[src/rtl/conv_window_sequencer.sv]
// 3x3 convolution window sequencer: tracks window centre over a line-buffer pixel
// stream, generates zero-padding tap enables and channel/layer completion strobes.
module conv_window_sequencer #(
  parameter int DIM_W = 8,
  parameter int CH_W  = 8
) (
  input  logic             clk,
  input  logic             rst_n,
  input  logic             start,
  input  logic [DIM_W-1:0] cfg_width,
  input  logic [DIM_W-1:0] cfg_height,
  input  logic [CH_W-1:0]  cfg_chnl,
  input  logic             cfg_pad,
  input  logic             valid_i,
  output logic             busy,
  output logic             cfg_err,
  output logic             valid_o,
  output logic [8:0]       en_o,
  output logic [DIM_W-1:0] x_o,
  output logic [DIM_W-1:0] y_o,
  output logic [CH_W-1:0]  ch_o,
  output logic             chnl_done,
  output logic             layer_done
);

  typedef enum logic [1:0] {S_IDLE, S_FILL, S_RUN} state_t;

  state_t           state_q, state_d;
  logic [DIM_W-1:0] w_q, w_d, h_q, h_d;
  logic [CH_W-1:0]  c_q, c_d;
  logic             pad_q, pad_d;
  logic [DIM_W:0]   fill_q, fill_d;
  logic [DIM_W-1:0] x_q, x_d, y_q, y_d;
  logic [CH_W-1:0]  ch_q, ch_d;

  logic             valid_q, valid_d;
  logic             chnl_done_q, chnl_done_d;
  logic             layer_done_q, layer_done_d;
  logic             cfg_err_q, cfg_err_d;
  logic [8:0]       en_q, en_d;
  logic [DIM_W-1:0] xo_q, xo_d, yo_q, yo_d;
  logic [CH_W-1:0]  cho_q, cho_d;

  logic       cfg_ok;
  logic       x_first, x_last, y_first, y_last, ch_last, border;
  logic [8:0] tap_mask;

  assign cfg_ok  = (cfg_width >= DIM_W'(3)) && (cfg_height >= DIM_W'(3)) && (cfg_chnl != '0);
  assign x_first = (x_q == '0);
  assign x_last  = (x_q == w_q - DIM_W'(1));
  assign y_first = (y_q == '0);
  assign y_last  = (y_q == h_q - DIM_W'(1));
  assign ch_last = (ch_q == c_q - CH_W'(1));
  assign border  = x_first || x_last || y_first || y_last;

  // Rows are bits [2:0]/[5:3]/[8:6]; columns are every third bit.
  always_comb begin
    tap_mask = 9'h1FF;
    if (y_first) tap_mask[2:0] = 3'b000;
    if (y_last)  tap_mask[8:6] = 3'b000;
    if (x_first) tap_mask = tap_mask & 9'b110_110_110;
    if (x_last)  tap_mask = tap_mask & 9'b011_011_011;
  end

  always_comb begin
    // NOTE: every variable gets a default first so no path leaves it unassigned
    // (which would infer a latch); the defaults hold state and clear the strobes.
    state_d      = state_q;
    w_d          = w_q;
    h_d          = h_q;
    c_d          = c_q;
    pad_d        = pad_q;
    fill_d       = fill_q;
    x_d          = x_q;
    y_d          = y_q;
    ch_d         = ch_q;
    valid_d      = 1'b0;
    chnl_done_d  = 1'b0;
    layer_done_d = 1'b0;
    cfg_err_d    = 1'b0;
    en_d         = en_q;
    xo_d         = xo_q;
    yo_d         = yo_q;
    cho_d        = cho_q;

    unique case (state_q)
      S_IDLE: begin
        if (start) begin
          if (cfg_ok) begin
            w_d     = cfg_width;
            h_d     = cfg_height;
            c_d     = cfg_chnl;
            pad_d   = cfg_pad;
            fill_d  = {1'b0, cfg_width} + (DIM_W+1)'(1);
            x_d     = '0;
            y_d     = '0;
            ch_d    = '0;
            state_d = S_FILL;
          end else begin
            cfg_err_d = 1'b1;
          end
        end
      end

      // The line buffer needs one full row plus one pixel before the first
      // centre (0,0) has its lower-right neighbour available.
      S_FILL: begin
        if (valid_i) begin
          fill_d = fill_q - (DIM_W+1)'(1);
          if (fill_q == (DIM_W+1)'(1)) state_d = S_RUN;
        end
      end

      S_RUN: begin
        if (valid_i) begin
          xo_d    = x_q;
          yo_d    = y_q;
          cho_d   = ch_q;
          en_d    = tap_mask;
          valid_d = pad_q || !border;
          if (x_last) begin
            x_d = '0;
            if (y_last) begin
              y_d         = '0;
              ch_d        = ch_q + CH_W'(1);
              chnl_done_d = 1'b1;
              if (ch_last) begin
                layer_done_d = 1'b1;
                ch_d         = '0;
                state_d      = S_IDLE;
              end
            end else begin
              y_d = y_q + DIM_W'(1);
            end
          end else begin
            x_d = x_q + DIM_W'(1);
          end
        end
      end

      default: state_d = S_IDLE;
    endcase
  end

  always_ff @(posedge clk) begin
    // NOTE: clocked state uses non-blocking assignments so every register
    // samples pre-edge values regardless of statement order.
    if (!rst_n) state_q <= S_IDLE;
    else        state_q <= state_d;
  end

  always_ff @(posedge clk) begin
    if (!rst_n) begin
      w_q          <= '0;
      h_q          <= '0;
      c_q          <= '0;
      pad_q        <= 1'b0;
      fill_q       <= '0;
      x_q          <= '0;
      y_q          <= '0;
      ch_q         <= '0;
      valid_q      <= 1'b0;
      chnl_done_q  <= 1'b0;
      layer_done_q <= 1'b0;
      cfg_err_q    <= 1'b0;
      en_q         <= '0;
      xo_q         <= '0;
      yo_q         <= '0;
      cho_q        <= '0;
    end else begin
      w_q          <= w_d;
      h_q          <= h_d;
      c_q          <= c_d;
      pad_q        <= pad_d;
      fill_q       <= fill_d;
      x_q          <= x_d;
      y_q          <= y_d;
      ch_q         <= ch_d;
      valid_q      <= valid_d;
      chnl_done_q  <= chnl_done_d;
      layer_done_q <= layer_done_d;
      cfg_err_q    <= cfg_err_d;
      en_q         <= en_d;
      xo_q         <= xo_d;
      yo_q         <= yo_d;
      cho_q        <= cho_d;
    end
  end

  assign busy       = (state_q != S_IDLE);
  assign cfg_err    = cfg_err_q;
  assign valid_o    = valid_q;
  assign en_o       = en_q;
  assign x_o        = xo_q;
  assign y_o        = yo_q;
  assign ch_o       = cho_q;
  assign chnl_done  = chnl_done_q;
  assign layer_done = layer_done_q;

endmodule

[config.mk]
export PLATFORM = sky130hd
export DESIGN_NAME = conv_window_sequencer
export DESIGN_NICKNAME = d
export VERILOG_FILES = /design/src/rtl/conv_window_sequencer.sv
export SDC_FILE = /design/constraint.sdc
export NUM_CORES = 1
export LEC_CHECK = 0
export BUFFER_PORTS_ARGS = -buffer_cell sky130_fd_sc_hd__buf_4
export CORE_UTILIZATION = 54
export CTS_CLUSTER_SIZE = 30
export DETAILED_ROUTE_END_ITERATION = 12
export PLACE_DENSITY = 0.75
export SYNTH_ARGS = -nofsm -noshare
export SYNTH_HDL_FRONTEND = slang
export SYNTH_SLANG_ARGS = --single-unit
[constraint.sdc]
create_clock -name clk -period 6.5 [get_ports clk]
set_clock_uncertainty 0.1 [all_clocks]
set_input_delay 0.325 -clock clk [delete_from_list [all_inputs] [get_ports clk]]
set_output_delay 0.325 -clock clk [all_outputs]
set_load 0.01 [all_outputs]
==> metrics.txt, run 1 <==
Slowest-stage cell, CP nor2b_1; commonest non-fill, non-tap cell in the layout dfxtp_1; GR Util met2 0.416; commonest cells after routing, fill and taps aside 97 x dfxtp_1, 82 x nand2_1, 69 x buf_4; grt peak-use layer met2; sequential standard cell area between 1500 and 2000 sq um; Sw Ratio 0.303; Top Family by Delay on Critical Path simple AND/OR/NAND/NOR gates; critical path capture point type flop; initial core utilization 0.564; post-CTS setup buffer count 0; Initial DRC Count 243; Leakage Power between 2 and 2.5 nW; total gr overflow 0; first-pass GRT wire length ~20,000 um; type of the worst min-delay path in -> reg; Synth Register Bits 97; Final nets 690; register share of total power 0.522; die area approximately 10,000 sq um; Max clock buf depth 2; MaxCap Viol Count 0; worst path buffer plus inverter count 1; DRC 0; Logic pwr share 0.158; Sw Pwr between 0.3 and 0.4 mW; CP max stage delay ~0.58 ns; root buffer cell clkbuf_8; Die H 101 um; Post-Syn Area 5260 sq um; met3 Usage GRT 0.0319; Post-CTS Hold Fix Bufs 0; clock latency at the later pin of the worst-skew pair about 0.37 ns; Tcrit/Tclk final 0.508; Core Area about 9300 sq um; CTS tree yes; largest net degree at the start of global routing between 80 and 90; Detailed Route WL ~12,000 um; Slew Limit Fails 0; dpl ws 3.19 ns; Synth Net Count 649; R2R Path Start state_q[1]$_SDFFE_PN0P_; H-tree levels 3; n_diodes 0; HPWL after detailed placement around 8600 um; worst hold stages 3; fmax about 300 MHz; I/O pins between 60 and 70; main flop type after synthesis dfxtp_1; cts repair resizes 0; RSZ-0062 raised after global routing false; vias roughly 4,500; Wirelength per Cell 15.3 um; area of the multi-input gates 3100 sq um; antenna-violating nets left 0; gpl congestion a little under 0.9; final-layout fill cell count 819; placement row count 35; Worst Hold Path EP pad_q$_SDFFE_PN0P_; final worst slack 3.20 ns; Worst-path clk slew roughly 0.11 ns; ys async rst share 0; Syn Area/Cell between 8 and 9 sq um; cell-internal power ~0.85 mW; final hold slack ~0.11 ns; Worst Min Path Start cfg_pad; All-Layer GR Usage 0.247; PortBufs 66; reg-to-reg endpoint x_q[5]$_SDFFE_PN0P_; share of layout cells above drive strength 1 0.166; Initial DRT Pass Iterations 5; final hold vios 0; total CTS buffers 9; sequential share of the synthesized area 0.369; Post-synth EDFFs 0; initial antenna violation count 0; slew margin rel. 0.467; WP depth 7; Max IR drop VDD 0.110 mV; final setup fails 0; Crit Path Max Fanout 20; critical path class reg -> reg; outcome finished clean; Layout area overhead 13.8%; met1 Track Usage GR 0.321; critical path required time roughly 6.7 ns; setup_tns 0 ns; die width a little over 100 um; Yosys warnings 0; reg-to-reg setup timing slack 3.20 ns; CP Data Arrival Time between 3 and 4 ns; pwr/cell area roughly 200 nW/um^2; Cells after Synth 609; Pwr Total between 1 and 1.5 mW; worst-margin pin slew roughly 0.8 ns; Worst Setup Start Kind flop; vias in the first global route around 4,300; post-synthesis cell type count 67; cells on worst reg2reg path 7; Final min period about 3.3 ns; Vias/cell about 5.8; cell chain of the critical path nor2b_1, nand2_1, buf_4, and2_1, a21oi_1, nand2b_1, nor2_1; Clock Sinks 97; Clk pwr share 0.320
[worst max-delay path by stage]
stage | start | end
detailed placement | state_q[1]$_SDFFE_PN0P_ | x_q[4]$_SDFFE_PN0P_
CTS | state_q[1]$_SDFFE_PN0P_ | x_q[4]$_SDFFE_PN0P_
global placement | state_q[1]$_SDFFE_PN0P_ | x_q[7]$_SDFFE_PN0P_
finish | state_q[1]$_SDFFE_PN0P_ | x_q[5]$_SDFFE_PN0P_
floorplan | h_q[0]$_SDFFE_PN0P_ | ch_q[3]$_SDFFE_PN0P_
global route | state_q[1]$_SDFFE_PN0P_ | x_q[3]$_SDFFE_PN0P_
[flip-flops by register name, summed over array words and instances, names as in the netlist, 2 cells and up]
register / cells
ch_q: 8
y_q: 8
h_q: 8
fill_q: 9
ch_o: 8
x_o: 8
x_q: 8
state_q: 2
w_q: 8
en_o: 9
c_q: 8
y_o: 8
[layout make-up]
cell class / instances / area share
inverters: 18 / 0.0113
repair buffers: 69 / 0.0865
flip-flops and latches: 97 / 0.324
clock inverters: 7 / 0.0125
well taps: 129 / 0.0269
clock buffers: 9 / 0.0207
multi-input cells: 455 / 0.518
[layer usage]
metal  vias up  wire length, um
met5         -                0
met2       132             5610
met4         0              194
met3        17              596
met1      2135             5610
li1       2229                -
[tightest hold or removal path: stages]
cell     delay (ns)
buf_4          0.08
mux2i_1        0.06
nor2b_1        0.09
[cells in the mapped netlist (4+ instances only)]
cell / number / share of area
a2111oi_4: 4 / 0.021
a21boi_0: 30 / 0.043
a21oi_1: 11 / 0.010
and2_1: 4 / 0.0048
and3_1: 8 / 0.0095
clkbuf_1: 33 / 0.024
dfxtp_1: 97 / 0.37
ha_1: 11 / 0.026
inv_1: 18 / 0.013
mux2i_1: 26 / 0.049
nand2_1: 82 / 0.058
nand2b_1: 11 / 0.013
nand3_1: 14 / 0.013
nand4_1: 16 / 0.019
nor2_1: 30 / 0.021
nor2b_1: 36 / 0.043
nor3_1: 18 / 0.017
nor4_1: 8 / 0.0095
o2111ai_1: 4 / 0.0067
o211ai_1: 9 / 0.013
o21ai_0: 12 / 0.011
o311ai_0: 4 / 0.0067
o31ai_1: 5 / 0.0071
or2_2: 5 / 0.0059
xnor2_1: 26 / 0.043
xor2_1: 22 / 0.037
[cell families (layout without fill, tap and decap cells)]
kind of cell               count (synthesis)  in the layout  synth area share
muxes                                     26             26            0.0495
AOI/OAI and AO/OA                        118            118             0.186
adders and majority gates                 11             11            0.0262
xor gates and xnor gates                  48             48            0.0799
DFF                                       97             97             0.369
buffers and inverters                     57            103            0.0414
and+or+nand+nor                          252            252             0.248
[through the flow]
stage	utilization	instance area [sq um]	std cells
2_1_floorplan	-	5260	609
3_3_place_gp	0.621	5790	768
3_5_place_dp	0.621	5790	768
4_1_cts	0.642	5990	784
5_1_grt	0.642	5990	784
6_report	0.642	5990	784
[power by group through the flow]
stage	combinational, mW	clock (mW)	sequential, mW
3_3_place_gp	0.184	0	0.650
4_1_cts	0.191	0.398	0.638
5_1_grt	0.212	0.425	0.642
3_5_place_dp	0.190	0	0.651
6_report	0.192	0.391	0.638
2_1_floorplan	0.150	0	0.641
No activity file was read; power rests on OpenSTA's default activity.
==> inputs of run 2 (changes only) <==
--- a/config.mk
+++ b/config.mk
@@ -5,6 +5,7 @@
 export SDC_FILE = /design/constraint.sdc
 export NUM_CORES = 1
 export LEC_CHECK = 0
+export ABC_AREA = 1
 export BUFFER_PORTS_ARGS = -buffer_cell sky130_fd_sc_hd__buf_4
 export CORE_UTILIZATION = 54
 export CTS_CLUSTER_SIZE = 30
==> constraint.sdc (replaced) <==
create_clock -name clk -period 3.2 [get_ports clk]
set_clock_uncertainty 0.1 [all_clocks]
set_input_delay 0.16 -clock clk [delete_from_list [all_inputs] [get_ports clk]]
set_output_delay 0.16 -clock clk [all_outputs]
set_load 0.01 [all_outputs]
==> metrics.txt, run 2 <==
outcome finished clean; Syn Area/Cell approximately 7 sq um; MaxCap Viol Count 0; antenna-violating nets left 0; Post-CTS Hold Fix Bufs 14; Yosys warnings 0; synth cell count leaders 142 x nand2_1, 97 x dfxtp_1, 89 x inv_1; initial antenna violation count 0; Wirelength per Cell approximately 14 um; RSZ-0062 raised after global routing false; Worst Min Path Start cfg_width[7]; die width 99.8 um; commonest non-fill, non-tap cell in the layout nand2_1; final hold vios 0; die area 9950 sq um; critical path required time 3.36 ns; Post-Syn Area about 5200 sq um; Layout area overhead 17.9%; clock latency at the later pin of the worst-skew pair between 0.3 and 0.4 ns; total gr overflow 0; Worst Setup Start Kind flop; root buffer cell clkbuf_8; cells on worst reg2reg path 13; type of the worst min-delay path in -> reg; Final min period between 2 and 2.5 ns; Yosys top cell area share 0.376; Tcrit/Tclk final 0.755; main flop type after synthesis dfxtp_1; worst-margin pin slew about 0.67 ns; Detailed Route WL between 10,000 and 15,000 um; Max IR drop VDD around 0.53 mV; gpl congestion roughly 0.94; Final nets between 800 and 900; Clock Sinks 97; Synth Register Bits 97; Slew Limit Fails 0; cts repair resizes 0; Worst-path clk slew between 0.1 and 0.15 ns; H-tree levels 3; Core Area ~9000 sq um; DRC 0; Pwr Total about 4.2 mW; critical path capture point type flop; vias in the first global route between 4,000 and 5,000; Initial DRT Pass Iterations 5; CTS tree yes; fmax ~410 MHz; Final Core Density 0.659; first-pass GRT wire length around 22,000 um; reg-to-reg setup timing slack 0.78 ns; critical path class reg -> reg; PortBufs 66; All-Layer GR Usage 0.277; HPWL after detailed placement 10,100 um; total CTS buffers 9; setup_tns 0 ns; slew margin rel. 0.550; top post-synthesis cells by area dfxtp_1 38%, nand2_1 10%, nand3_1 7.3%; Cells after Synth roughly 750; vias ~5,000; worst hold stages 3; final setup fails 0; Initial DRC Count 262; CP Data Arrival Time between 2 and 3 ns; sequential share of the synthesized area 0.376; post-CTS setup buffer count 0; sequential standard cell area 1940 sq um; area leader, netlist dfxtp_1; Synth Net Count between 700 and 800; pwr/cell area approximately 700 nW/um^2; share of layout cells above drive strength 1 0.140; Die H 99.8 um; reg-to-reg endpoint ch_q[1]$_SDFFE_PN0P_; Max clock buf depth 2; Leakage Power 2.64 nW; ys async rst share 0; initial core utilization 0.559; R2R Path Start w_q[0]$_SDFFE_PN0P_; n_diodes 0; Post-synth EDFFs 0; final hold slack ~0.012 ns; commonest cells after routing, fill and taps aside 142 x nand2_1, 97 x dfxtp_1, 89 x inv_1; post-synthesis cell type count between 40 and 50; area of the multi-input gates ~2700 sq um; I/O pins 67; placement row count 35; Vias/cell 5.35; largest net degree at the start of global routing between 40 and 50; Worst Hold Path EP w_q[7]$_SDFFE_PN0P_; final-layout fill cell count ~860; Crit Path Max Fanout 12; most common cell in the netlist nand2_1
run 2: changes by cell type in the layout (fill, tap and decap cells not counted), sizes merged, moves of 36 or more:
cell	delta
inv	+78
nand2	+67
nand3	+64
o21ai	+64
nor2	+60
a21oi	+46
nor2b	-36
run 2: worst max-delay path: stages (launching register included):
cell     delay [ns]
dfxtp_1        0.36
inv_1          0.18
ha_1           0.26
nand2_1        0.12
nor2_1         0.11
nand3_1        0.08
nand2_1        0.07
nand3_1        0.08
nor2_2         0.10
nand2_2        0.12
nand2_1        0.17
nand3_4        0.16
nand2_1        0.30
o22ai_1        0.11
run 2: metrics by stage:
stage,setup WS (ns),cell area (sq um),instances
2_1_floorplan,1.28,5160,754
3_3_place_gp,0.868,5740,928
3_5_place_dp,0.831,5740,928
4_1_cts,0.818,6080,958
5_1_grt,0.560,6090,959
6_report,0.785,6090,959
run 2: final cells by class:
class / instances / share of cell area
multi-input cells: 537 / 0.450
flip-flops and latches: 97 / 0.319
well taps: 129 / 0.0265
clock buffers: 9 / 0.0203
clock inverters: 7 / 0.0121
repair buffers: 85 / 0.113
inverters: 95 / 0.0594
run 2: worst max path at each step:
| stage | to | from |
|---|---|---|
| final | ch_q[1]$_SDFFE_PN0P_ | w_q[0]$_SDFFE_PN0P_ |
| after detailed placement | ch_q[1]$_SDFFE_PN0P_ | w_q[0]$_SDFFE_PN0P_ |
| after global placement | ch_q[1]$_SDFFE_PN0P_ | w_q[0]$_SDFFE_PN0P_ |
| after CTS | ch_q[1]$_SDFFE_PN0P_ | w_q[0]$_SDFFE_PN0P_ |
| after floorplan | ch_q[7]$_SDFFE_PN0P_ | w_q[0]$_SDFFE_PN0P_ |
| after global routing | ch_q[1]$_SDFFE_PN0P_ | w_q[0]$_SDFFE_PN0P_ |
run 2: kinds of logic (layout without fill, tap and decap cells):
family                   count (synthesis)  count (layout)  synth area share
flip-flops                              97              97             0.376
AO/OA/AOI/OAI                          144             144             0.146
AND/OR/NAND/NOR                        354             354             0.310
adder cells (fa/ha/maj)                 11              11            0.0267
buffers and inverters                  120             196            0.0936
XOR/XNOR                                28              28            0.0475
run 2: report_power, final:
group	total (mW)	switching, mW	internal, mW
Combinational	1.82	1.19	0.627
Sequential	1.54	0.160	1.38
Clock	0.794	0.486	0.308
run 2: layer usage:
layer	part of all wire	global-route usage
met1	0.48	0.368
met2	0.45	0.455
met3	0.048	0.0401
met4	0.025	0.103
met5	0	0
